`config.mk`:
```
export PLATFORM = sky130hd
export DESIGN_NAME = add_mult_pipe
export DESIGN_NICKNAME = d
export VERILOG_FILES = /design/src/rtl/add_mult_pipe.sv
export SDC_FILE = /design/constraint.sdc
export NUM_CORES = 1
export LEC_CHECK = 0
export BUFFER_PORTS_ARGS = -buffer_cell sky130_fd_sc_hd__buf_2
export CAP_MARGIN = 20
export CORE_ASPECT_RATIO = 1.2
export CORE_UTILIZATION = 45
export CTS_CLUSTER_SIZE = 14
export DETAILED_ROUTE_END_ITERATION = 16
export GPL_TIMING_DRIVEN = 0
export HOLD_SLACK_MARGIN = 0.12
export MAX_ROUTING_LAYER = met4
export PLACE_DENSITY_LB_ADDON = 0.3
export SLEW_MARGIN = 20
export SYNTH_ARGS = -nofsm -noshare
export SYNTH_HDL_FRONTEND = slang
export SYNTH_SLANG_ARGS = --single-unit
```
`constraint.sdc`:
```
create_clock -name sys_clk -period 9.4 [get_ports sys_clk]
set_clock_uncertainty 0.1 [all_clocks]
set_input_delay 0.94 -clock sys_clk [delete_from_list [all_inputs] [get_ports sys_clk]]
set_output_delay 0.94 -clock sys_clk [all_outputs]
set_load 0.005 [all_outputs]
```
`src/rtl/add_mult_pipe.sv`:
```
// add_mult_pipe
//   Accepts NUM_PAIRS operand pairs, forms the sum of each pair, then
//   multiplies the pair sums together one per cycle (ADD, then MUL x
//   NUM_PAIRS-1) and presents the product with a valid/ready handshake.
//   The result appears NUM_PAIRS clock edges after the accepting edge.
//
//   Build option: define ADD_MULT_SIGNED_EN to treat operands, sums and
//   the product as two's complement; otherwise everything is unsigned.
//   Cycle timing is identical in both builds.
//
// Ports
//   sys_clk    in   clock, all state changes on the rising edge
//   sys_rst_n  in   asynchronous active-low reset
//   in_valid   in   operand set offered
//   in_ready   out  block can take an operand set this cycle
//   a_bus      in   first operand of each pair, pair i at [i*DATA_W +: DATA_W]
//   b_bus      in   second operand of each pair, same packing
//   out_valid  out  product on p is valid
//   out_ready  in   downstream takes the product
//   p          out  product of all pair sums, NUM_PAIRS*(DATA_W+1) bits
//   busy       out  high whenever the FSM is not idle
module add_mult_pipe #(
    parameter int DATA_W    = 8,
    parameter int NUM_PAIRS = 3
) (
    input  logic                              sys_clk,
    input  logic                              sys_rst_n,
    input  logic                              in_valid,
    output logic                              in_ready,
    input  logic [NUM_PAIRS*DATA_W-1:0]       a_bus,
    input  logic [NUM_PAIRS*DATA_W-1:0]       b_bus,
    output logic                              out_valid,
    input  logic                              out_ready,
    output logic [NUM_PAIRS*(DATA_W+1)-1:0]   p,
    output logic                              busy
);

    localparam int SUM_W = DATA_W + 1;
    localparam int P_W   = NUM_PAIRS * SUM_W;
    localparam int IDX_W = (NUM_PAIRS > 1) ? $clog2(NUM_PAIRS) : 1;

    typedef enum logic [1:0] {
        IDLE = 2'd0,
        ADD  = 2'd1,
        MUL  = 2'd2,
        DONE = 2'd3
    } state_t;

    state_t                        state;
    logic [NUM_PAIRS*DATA_W-1:0]   a_reg;
    logic [NUM_PAIRS*DATA_W-1:0]   b_reg;
    logic [P_W-1:0]                acc;
    logic [IDX_W-1:0]              idx;

    logic [SUM_W-1:0]              sums [NUM_PAIRS];
    logic [SUM_W-1:0]              sum_sel;
    logic [P_W-1:0]                prod_next;
    logic                          accept;

`ifdef ADD_MULT_SIGNED_EN
    function automatic logic [SUM_W-1:0] pair_sum(input logic [DATA_W-1:0] a,
                                                  input logic [DATA_W-1:0] b);
        logic signed [SUM_W-1:0] sa;
        logic signed [SUM_W-1:0] sb;
        sa = {a[DATA_W-1], a};
        sb = {b[DATA_W-1], b};
        return sa + sb;
    endfunction

    function automatic logic [P_W-1:0] widen(input logic [SUM_W-1:0] s);
        logic signed [P_W-1:0] w;
        w = {{(P_W-SUM_W){s[SUM_W-1]}}, s};
        return w;
    endfunction

    function automatic logic [P_W-1:0] mul_step(input logic [P_W-1:0]   a,
                                                input logic [SUM_W-1:0] s);
        logic signed [P_W-1:0] x;
        logic signed [P_W-1:0] y;
        x = a;
        y = widen(s);
        return x * y;
    endfunction
`else
    function automatic logic [SUM_W-1:0] pair_sum(input logic [DATA_W-1:0] a,
                                                  input logic [DATA_W-1:0] b);
        return {1'b0, a} + {1'b0, b};
    endfunction

    function automatic logic [P_W-1:0] widen(input logic [SUM_W-1:0] s);
        return {{(P_W-SUM_W){1'b0}}, s};
    endfunction

    function automatic logic [P_W-1:0] mul_step(input logic [P_W-1:0]   a,
                                                input logic [SUM_W-1:0] s);
        logic [P_W-1:0] y;
        y = widen(s);
        return a * y;
    endfunction
`endif

    // Pair sums are formed from the captured operands, so input activity
    // after acceptance cannot reach the computation.
    for (genvar gi = 0; gi < NUM_PAIRS; gi++) begin : g_sum
        assign sums[gi] = pair_sum(a_reg[gi*DATA_W +: DATA_W],
                                   b_reg[gi*DATA_W +: DATA_W]);
    end

    always_comb begin
        sum_sel = '0;
        for (int i = 0; i < NUM_PAIRS; i++) begin
            if (idx == IDX_W'(i)) begin
                sum_sel = sums[i];
            end
        end
    end

    assign prod_next = mul_step(acc, sum_sel);

    // DONE can hand off and accept in the same edge when downstream is ready.
    assign in_ready = (state == IDLE) || ((state == DONE) && out_ready);
    assign busy     = (state != IDLE);
    assign accept   = in_valid && in_ready;

    always_ff @(posedge sys_clk or negedge sys_rst_n) begin
        if (!sys_rst_n) begin
            state     <= IDLE;
            a_reg     <= '0;
            b_reg     <= '0;
            acc       <= '0;
            idx       <= '0;
            p         <= '0;
            out_valid <= 1'b0;
        end else begin
            if (accept) begin
                a_reg <= a_bus;
                b_reg <= b_bus;
            end
            case (state)
                IDLE: begin
                    if (in_valid) begin
                        state <= ADD;
                    end
                end
                ADD: begin
                    acc   <= widen(sums[0]);
                    idx   <= IDX_W'(1);
                    state <= MUL;
                end
                MUL: begin
                    acc <= prod_next;
                    idx <= idx + IDX_W'(1);
                    if (idx == IDX_W'(NUM_PAIRS-1)) begin
                        p         <= prod_next;
                        out_valid <= 1'b1;
                        state     <= DONE;
                    end
                end
                DONE: begin
                    // p keeps the last product after hand-off until the next DONE.
                    if (out_ready) begin
                        out_valid <= 1'b0;
                        state     <= in_valid ? ADD : IDLE;
                    end
                end
                default: state <= IDLE;
            endcase
        end
    end

endmodule

```
Word-level counts from Yosys, hierarchy flattened

Index checks and enable logic that the tools add are counted.

Add/sub/neg operators: 4
Multiply operators: 1
Equal/unequal tests: 8
Multiplexer cells: 13
Reduce and logical (&&, ||, !) cells: 11

Operator list:

| cell                  | count |
|---|---|
| $pmux W27 S2          | 1 |
| $add A8 B8 Y9         | 3 |
| $mul A27 B9 Y27       | 1 |
| $mux W9               | 3 |
| $pmux W2 S4           | 1 |
| $eq A2 B2 Y1 const B  | 3 |
| $mux W2               | 3 |
| $ne A2 B2 Y1 const B  | 3 |
| $reduce_and A3 Y1     | 2 |
| $reduce_bool A2 Y1    | 3 |
| $eq A2 B1 Y1 const B  | 2 |
| $logic_not A2 Y1      | 2 |
| $pmux W2 S2           | 1 |
| $mux W1               | 3 |
| $add A2 B1 Y2 const B | 1 |
| $logic_and A1 B1 Y1   | 2 |
| $pmux W1 S2           | 1 |
| $reduce_and A2 Y1     | 1 |
| $logic_or A1 B1 Y1    | 1 |

Flip-flop bits (word level): 107
Input bits: 52
Output and inout port bits: 30
Word-level logic and storage cells: 44

Logic depth before layout (Yosys ltp)

Gate-level depths: netlist (run 1).

Depth after elaboration: 6
Depth in mapped cells: 30
Depth with buffers taken out: 29

Worst setup path after synthesis (run 1)

No wires, ideal clock.

Kind: flip-flop to flip-flop
Start: register a_reg[9]
End: register p[25]
Library setup time: 0.127 ns
Arrival time: 6.750 ns
Data required time: 9.173 ns
Setup slack: 2.423 ns
Stages on the path, launching flop included: 26
Buffers on the path: 1
Period minus slack after synthesis: 6.977 ns
Cell sequence: dfrtp_1 ha_1 a21o_1 and4_1 or2_1 o41ai_1 mux2_2 a31o_2 clkbuf_1 nand2b_1 fa_1 fa_1 inv_1 fa_1 fa_1 ha_1 o21a_1 o21a_1 o21ai_0 a21oi_1 o31ai_2 a21oi_1 or4_1 a311o_1 xnor2_1 o21ai_1

Cells in the longest elaborated chain, start to end: 4

Ends and longest elaborated chain:

| what                   | RTL line | source |
|---|---|---|
| from (decl)            | 50       | `logic [NUM_PAIRS*DATA_W-1:0] a_reg;` |
| from (signal assigned) | 136      | `a_reg <= a_bus;` |
| $add A8 B8 Y9          | 87       | `return {1'b0, a} + {1'b0, b};` |
| $mux W9 (2 in a row)   | 112      | `if (idx == IDX_W'(i)) begin` |
| $mul A27 B9 Y27        | 98       | `return a * y;` |
| to (signal assigned)   | 154      | `p <= prod_next;` |
| to (decl)              | 34       | `output logic [NUM_PAIRS*(DATA_W+1)-1:0] p,` |

No other way between the ends.
A chain may end at the register's enable or synchronous reset.

Final worst setup path (run 1)

Start: register a_reg[0]
End: register acc[26]

Cells in the longest elaborated chain, start to end: 6

Ends and longest elaborated chain:

| what                 | RTL line | source |
|---|---|---|
| $add A8 B8 Y9        | 87       |  |
| $mux W9 (3 in a row) | 112      |  |
| $mul A27 B9 Y27      | 98       |  |
| $pmux W27 S2         | 139      | `case (state)` |
| to (signal assigned) | 146      | `acc <= widen(sums[0]);` |
| to (signal assigned) | 151      | `acc <= prod_next;` |
| to (decl)            | 52       | `logic [P_W-1:0] acc;` |

No other way between the ends.

==> results.json, run 1 <==
{
  "nets": 1522,
  "crit_arrival_ns": 8.70,
  "holdBufCountCts": 0,
  "synth.distinct_cells": 68,
  "cts_tree": "built",
  "area_delta_synth_final_pct": 10.4,
  "drv_cap": 0,
  "avgRoutedWirePerCell_um": 17.1,
  "overflow": 0,
  "initial_core_util": 0.456,
  "yosys-top-cells-count": "inv_1 (176), fa_1 (147), nand2_1 (134)",
  "timing.rr.end": "acc[26]",
  "routed.top_layer": "met4",
  "crit_type": "reg2reg",
  "grt_max_degree": 66,
  "wl_um": 27200,
  "synth-seq-cells": 107,
  "r2r_start": "a_reg[0]",
  "coreArea_mm2": 0.0247,
  "final_core_util": 0.504,
  "fp.dieH_um": 175,
  "cts-buffers-inserted": 9,
  "critPathCaptureType": "flop",
  "rr_worst_depth": 26,
  "finalCriticalPeriod_ns": 8.55,
  "cts_max_level": 3,
  "dp_hpwl_um": 21900,
  "crit_path_end": "acc[26]",
  "holdCritPathClass": "in2async",
  "setup_violations": 0,
  "routabilityCongestion": 0.879,
  "drtPass1Iterations": 4,
  "ant_nets": 0,
  "drtIter0Drc": 426,
  "met1_length_um": 11600,
  "grt_pass1_wl_um": 45100,
  "yosysWarnings": 0,
  "io_pins": 82,
  "yosysMostFrequentCell": "inv_1",
  "cts_sinks": 107,
  "status": "finished clean",
  "route.met3.wl_um": 960,
  "path_clk_slew_ns": 0.10,
  "antennaDiodeCount": 0,
  "dieArea_mm2": 0.0256,
  "grt_use_total": 0.233,
  "required_ns": 9.54,
  "nFillCells": 2308,
  "ctsLongestPathBuffers": 2,
  "cp-startpoint": "a_reg[0]",
  "ys_seq_area_frac": 0.238,
  "drive_above_1_share": 0.135,
  "synth_ff_type": "dfrtp_1",
  "clock_latency_ns": 0.37,
  "ys_top_cells_by_area": "fa_1 (26%), dfrtp_1 (24%), ha_1 (7.3%), inv_1 (5.9%), mux2_2 (5.8%)",
  "path_max_fanout": 10,
  "async_flop_share": 1.00,
  "post_cts_buffers": 0,
  "fin_tns_setup_ns": 0,
  "rsz0062_at_grt": "no",
  "yosys.area.top_type": "fa_1",
  "antenna_found_initial": 0,
  "root_buffer": "clkbuf_16",
  "cts_resized": 0,
  "met2_length_um": 13900,
  "worst_slew_pin_slew_ns": 1.04,
  "drc": 0,
  "port_buffers": 81,
  "first_global_vias": 8833,
  "synth_nets": 1429,
  "synth_edf_count": 0,
  "synthesis.area_per_instance_um2": 9.67,
  "synth_top_cell_area_share": 0.262,
  "finalHoldViolations": 0,
  "num_rows": 63,
  "vias": 8341,
  "synth_cells": 1164,
  "maxSlewHeadroom": 0.302,
  "die_w_um": 146,
  "max_freq_mhz": 117,
  "drv_slew": 0,
  "reg2reg_slack_ns": 0.85,
  "synth_area_mm2": 0.0113,
  "reg_top3": "acc: 27 flops, p: 27 flops",
  "period_share": 0.910,
  "avgViaCountPerCell": 5.26,
  "startpoint_type": "flop"
}
[worst min path at each step]
stage	end	slack [ns]
finish	acc[23]	0.36
global placement	p[14]	0.36
floorplan	acc[26]	0.36
detailed placement	p[17]	0.37
global route	acc[23]	0.40
CTS	a_reg[20]	0.39
[final cells by class]
class	instances	area, um^2	share of cell area
buffer	52	198	0.0159
clock buffer	9	225	0.0181
clock inverter	7	101	0.00816
inverter	178	668	0.0538
multi-input combinational	827	7710	0.620
sequential	107	2680	0.215
tap	325	407	0.0327
timing repair buffer	82	439	0.0353
[kinds of logic (layout without fill, tap and decap cells)]
kind of cell | count (synthesis) | after routing | share of synthesized area
xor gates and xnor gates | 43 | 43 | 0.0366
AOI/OAI and AO/OA | 164 | 164 | 0.0996
adders and majority gates | 213 | 213 | 0.335
and+or+nand+nor | 348 | 348 | 0.155
buffers and inverters | 230 | 328 | 0.0769
DFF | 107 | 107 | 0.238
muxes | 59 | 59 | 0.0589
[stage by stage]
step	worst slack, ns	hold slack [ns]	instances	area (um^2)
after floorplan	2.42	0.356	1164	11300
after global placement	0.974	0.359	1570	12100
after detailed placement	0.896	0.367	1571	12100
after CTS	0.893	0.385	1587	12400
after global routing	0.376	0.404	1587	12400
final	0.845	0.362	1587	12400
[cells in the final DEF, fill, tap and decap left out, types with 37 or more instances in the layout]
cell type / count
a21oi_1: 40
and2_1: 78
buf_2: 81
dfrtp_1: 107
fa_1: 147
ha_1: 66
inv_1: 176
mux2_2: 58
nand2_1: 134
nor2b_1: 43
o21ai_0: 37
[critical path, stage by stage (launching register included)]
cell	delay [ns]
dfrtp_1	0.36
ha_1	0.20
inv_1	0.07
fa_1	0.39
nand2b_1	0.18
a21oi_1	0.22
o21a_1	0.22
o211ai_1	0.20
a31oi_1	0.89
clkbuf_1	0.40
nand2_1	0.12
fa_1	0.51
fa_1	0.51
inv_1	0.06
fa_1	0.50
fa_1	0.49
ha_1	0.39
o21a_1	0.13
o31a_1	0.16
o41ai_2	0.68
nor4_1	0.13
a211o_1	0.35
o31ai_2	0.30
o21ai_1	0.18
o41ai_2	0.30
xnor2_1	0.27
o2bb2ai_1	0.11
[routing by layer]
layer  track usage  up-vias
met5             -        -
met4        0.0781        0
met3        0.0285       49
met2         0.400      178
met1         0.283     4216
li1              -     3898
Power of run 1 is not shown: default switching activity piles up to over one toggle a cycle in this logic, so the estimate is an artifact.
==> run 2, diff against run 1 <==
--- a/config.mk
+++ b/config.mk
@@ -5,10 +5,12 @@
 export SDC_FILE = /design/constraint.sdc
 export NUM_CORES = 1
 export LEC_CHECK = 0
-export BUFFER_PORTS_ARGS = -buffer_cell sky130_fd_sc_hd__buf_2
+export BUFFER_PORTS_ARGS = -buffer_cell sky130_fd_sc_hd__clkbuf_2
 export CAP_MARGIN = 20
+export CELL_PAD_IN_SITES_DETAIL_PLACEMENT = 1
+export CELL_PAD_IN_SITES_GLOBAL_PLACEMENT = 2
 export CORE_ASPECT_RATIO = 1.2
-export CORE_UTILIZATION = 45
+export CORE_UTILIZATION = 40
 export CTS_CLUSTER_SIZE = 14
 export DETAILED_ROUTE_END_ITERATION = 16
 export GPL_TIMING_DRIVEN = 0
==> run 2 against run 1 <==
Compared with the run above:
- cell count up 3.1%
- wire length up 10%
- count of clock-buffer cells in the layout up 2
- setup slack worse by 0.065 ns
- global-route usage about the same
- hold slack better by 0.018 ns
- fmax down 0.75%
- first-iteration DRC count down 30%
- sequential share of layout area about the same
- non-clock buffer count unchanged
- utilization down 5.0 points
- highest routed layer unchanged
==> results.json, run 2 (same netlist as run 1, synthesis figures left out) <==
{
  "required_ns": 9.53,
  "fp.dieH_um": 186,
  "initial_core_util": 0.410,
  "antennaDiodeCount": 0,
  "drv_cap": 0,
  "max_freq_mhz": 116,
  "die_w_um": 155,
  "num_rows": 66,
  "cts_max_level": 3,
  "ctsLongestPathBuffers": 2,
  "io_pins": 82,
  "cts-buffers-inserted": 9,
  "mostFrequentLayoutCell": "inv_1",
  "routabilityCongestion": 0.829,
  "cts_sinks": 107,
  "holdCritPathClass": "in2async",
  "setup_violations": 0,
  "antenna_found_initial": 0,
  "cts_resized": 0,
  "dp_hpwl_um": 24700,
  "drive_above_1_share": 0.135,
  "worst_slew_pin_slew_ns": 1.00,
  "startpoint_type": "flop",
  "dieArea_mm2": 0.0288,
  "drtIter0Drc": 298,
  "crit_type": "reg2reg",
  "crit_arrival_ns": 8.75,
  "status": "finished clean",
  "coreArea_mm2": 0.0274,
  "finalHoldViolations": 0,
  "slowest_stage": "a31oi_1",
  "root_buffer": "clkbuf_16",
  "path_max_fanout": 10,
  "overflow": 0,
  "grt_max_degree": 71,
  "period_share": 0.917,
  "nets": 1522,
  "grt_pass1_wl_um": 49500,
  "final_core_util": 0.454,
  "wl_um": 30000,
  "avgViaCountPerCell": 5.07,
  "ant_nets": 0,
  "path_clk_slew_ns": 0.08,
  "finalCriticalPeriod_ns": 8.62,
  "avgRoutedWirePerCell_um": 18.3,
  "critPathCaptureType": "flop",
  "cp-startpoint": "b_reg[0]",
  "port_buffers": 81,
  "first_global_vias": 9303,
  "drtPass1Iterations": 4,
  "maxSlewHeadroom": 0.328,
  "slowest_delay_ns": 0.88,
  "reg_top3": "acc: 27 flops, p: 27 flops",
  "nFillCells": 3212,
  "holdBufCountCts": 0,
  "vias": 8288,
  "post_cts_buffers": 0,
  "crit_top_cell": "fa_1",
  "r2r_start": "b_reg[0]",
  "grt_use_total": 0.233,
  "cts_tree": "built",
  "rsz0062_at_grt": "no",
  "drc": 0,
  "mostFrequentLayoutCells": "inv_1 (176), fa_1 (147), nand2_1 (134), dfrtp_1 (107), clkbuf_2 (81)",
  "fin_tns_setup_ns": 0,
  "drv_slew": 0,
  "clock_latency_ns": 0.37,
  "area_delta_synth_final_pct": 10.6
}
==> run 2: routing by layer <==
layer / GRT usage / vias to the layer above / part of all wire
met3: 0.0235 / 30 / 0.022
met4: 0.0614 / 0 / 0.021
met2: 0.428 / 111 / 0.54
met5: - / - / 0
li1: - / 3889 / -
met1: 0.270 / 4258 / 0.42
==> run 2: critical path, delay by kind of cell (launching register included) <==
| family | cells | cell delay [ns] |
|---|---|---|
| AO/OA/AOI/OAI | 12 | 3.75 |
| adder cells (fa/ha/maj) | 7 | 2.98 |
| buffers and inverters | 3 | 0.56 |
| AND/OR/NAND/NOR | 3 | 0.44 |
| flip-flops | 1 | 0.37 |
| XOR/XNOR | 1 | 0.28 |
==> run 2: cell type report <==
class | instances | area, um^2 | share of cell area
multi-input cells | 827 | 7710 | 0.619
plain buffers | 52 | 198 | 0.0159
repair buffers | 82 | 442 | 0.0355
inverters | 178 | 668 | 0.0537
well taps | 374 | 468 | 0.0376
clock inverters | 5 | 42.5 | 0.00342
flip-flops and latches | 107 | 2680 | 0.215
clock buffers | 11 | 243 | 0.0195
==> run 2: worst paths after layout <==
check	to	slack (ns)	cells after the start
worst max register to register	p[26]	0.78	26
max in group asynchronous	p[5]	8.15	2
min in group sys_clk	p[23]	0.38	2
worst max-delay path	p[26]	0.78	26
worst min-delay path	a_reg[20]	0.38	1
worst min register to register	p[23]	0.38	2
==> run 2: metrics by stage <==
stage          setup WS (ns)  hold WS [ns]  std cells  area [um^2]
4_1_cts                0.721         0.383       1636        12400
3_5_place_dp           0.710         0.369       1620        12200
5_1_grt                0.203         0.401       1636        12400
2_1_floorplan           2.42         0.356       1164        11300
3_3_place_gp           0.834         0.363       1619        12100
6_report               0.781         0.380       1636        12400
Power of run 2 is left out for the same reason.
==> run 3, diff against run 2 <==
==> config.mk (replaced) <==
export PLATFORM = sky130hd
export DESIGN_NAME = add_mult_pipe
export DESIGN_NICKNAME = d
export VERILOG_FILES = /design/src/rtl/add_mult_pipe.sv
export SDC_FILE = /design/constraint.sdc
export NUM_CORES = 1
export LEC_CHECK = 0
export BUFFER_PORTS_ARGS = -buffer_cell sky130_fd_sc_hd__clkbuf_2
export CAP_MARGIN = 20
export CELL_PAD_IN_SITES_DETAIL_PLACEMENT = 0
export CELL_PAD_IN_SITES_GLOBAL_PLACEMENT = 1
export CORE_ASPECT_RATIO = 1.2
export CORE_UTILIZATION = 45
export CTS_CLUSTER_SIZE = 14
export DETAILED_ROUTE_END_ITERATION = 16
export GPL_TIMING_DRIVEN = 0
export HOLD_SLACK_MARGIN = 0.12
export MAX_ROUTING_LAYER = met4
export PLACE_DENSITY_LB_ADDON = 0.3
export SYNTH_ARGS = -nofsm -noshare
export SYNTH_HDL_FRONTEND = slang
export SYNTH_SLANG_ARGS = --single-unit
==> run 3 against run 2 <==
Compared with the run above:
- register-to-register slack gained 0.15 ns
- critical path depth is the same
- global-route usage grew 0.20 points
- cell count shrank 3.1%
- utilization grew 4.8 points
- count of clock-buffer cells in the layout shrank 2
- non-clock buffer count shrank 1
- via count shrank 0.22%
- hold slack gained 0.00057 ns
- first-iteration DRC count grew 17%
==> results.json, run 3 (same netlist as run 1, synthesis figures left out) <==
{
  "status": "finished clean",
  "num_rows": 63,
  "mostFrequentLayoutCells": "inv_1 (176), fa_1 (147), nand2_1 (134), dfrtp_1 (107), clkbuf_2 (81)",
  "max_freq_mhz": 118,
  "crit_buf_inv": 3,
  "cts-buffers-inserted": 9,
  "drv_cap": 0,
  "antennaDiodeCount": 0,
  "met1_length_um": 11600,
  "grt_max_degree": 108,
  "antenna_found_initial": 0,
  "mostFrequentLayoutCell": "inv_1",
  "r2r_start": "a_reg[0]",
  "post_cts_buffers": 0,
  "ctsLongestPathBuffers": 2,
  "routed.top_layer": "met4",
  "cts_resized": 0,
  "setup_violations": 0,
  "overflow": 0,
  "nets": 1521,
  "grt_use_total": 0.235,
  "drtIter0Drc": 349,
  "rr_worst_depth": 26,
  "route.met3.wl_um": 981,
  "hold_depth": 2,
  "path_max_fanout": 10,
  "finalHoldViolations": 0,
  "worst_slew_pin_slew_ns": 0.913,
  "met2_length_um": 14300,
  "slowest_delay_ns": 0.81,
  "clock_latency_ns": 0.38,
  "io_pins": 82,
  "coreArea_mm2": 0.0247,
  "wl_um": 27600,
  "reg2reg_slack_ns": 0.93,
  "critPathCaptureType": "flop",
  "crit_family": "compound AO/OA/AOI/OAI gates",
  "crit_arrival_ns": 8.60,
  "period_share": 0.901,
  "ant_nets": 0,
  "slowest_stage": "a31oi_1",
  "dieArea_mm2": 0.0256,
  "port_buffers": 81,
  "cts_max_level": 3,
  "holdBufCountCts": 0,
  "cts_tree": "built",
  "finalCriticalPeriod_ns": 8.47,
  "drv_slew": 0,
  "startpoint_type": "flop",
  "fin_tns_setup_ns": 0,
  "area_delta_synth_final_pct": 10.2,
  "crit_top_cell": "fa_1",
  "grt_pass1_wl_um": 45100,
  "min_from": "p[14]",
  "drtPass1Iterations": 4,
  "holdCritPathClass": "reg2reg",
  "cts_sinks": 107,
  "avgRoutedWirePerCell_um": 17.4,
  "root_buffer": "clkbuf_16",
  "timing.rr.end": "p[26]",
  "worstHoldEndpoint": "p[14]",
  "dp_hpwl_um": 22100,
  "crit_type": "reg2reg",
  "vias": 8270,
  "die_w_um": 146,
  "avgViaCountPerCell": 5.22,
  "drive_above_1_share": 0.134,
  "required_ns": 9.53,
  "maxSlewHeadroom": 0.388,
  "rsz0062_at_grt": "no",
  "path_clk_slew_ns": 0.08,
  "reg_top3": "acc: 27 flops, p: 27 flops",
  "drc": 0,
  "routabilityCongestion": 0.815,
  "initial_core_util": 0.456,
  "fp.dieH_um": 175,
  "first_global_vias": 8747
}
run 3: cell types whose count changed in the layout (fill, tap and decap cells not counted), sizes merged:
| cell | change |
|---|---|
| buf | -1 |
| clkbuf | -2 |
| bufinv | +2 |
| clkinv | +1 |
| clkinvlp | -1 |
| inv | -1 |
run 3: worst max path at each step:
stage              from  depth (start not counted)  slack [ns]  endpoint
2_1_floorplan  a_reg[9]                         25        2.42     p[25]
3_3_place_gp   a_reg[0]                         26        0.89     p[26]
3_5_place_dp   a_reg[0]                         26        0.93     p[26]
4_1_cts        a_reg[0]                         26        0.89     p[26]
5_1_grt        a_reg[0]                         25        0.39     p[25]
6_report       a_reg[0]                         26        0.93     p[26]
run 3: area by class of cell:
cell class	instances	area, um^2
Sequential cell	107	2680
Multi-Input combinational cell	827	7710
Clock buffer	9	225
Timing Repair Buffer	81	414
Clock inverter	6	97.6
Inverter	178	668
Buffer	52	198
Fill cell	2343	12300
Tap cell	325	407
run 3: per-stage QoR:
step	hold WS, ns	setup WS, ns	utilization	area, um^2	instances
finish	0.380	0.928	0.502	12400	1585
detailed placement	0.370	0.934	0.489	12100	1570
global route	0.414	0.392	0.502	12400	1585
floorplan	0.356	2.42	-	11300	1164
global placement	0.360	0.890	0.489	12100	1570
CTS	0.388	0.892	0.502	12400	1585
run 3: worst min-delay path: stages, from the launching register on:
cell	delay, ns
dfrtp_1	0.35
nand2_1	0.04
o21ai_0	0.06
run 3: metal layers:
layer	track usage	vias up
li1	-	3899
met1	0.276	4143
met2	0.415	188
met3	0.0311	40
met4	0.0747	0
met5	-	-
Power of run 3 is left out for the same reason.
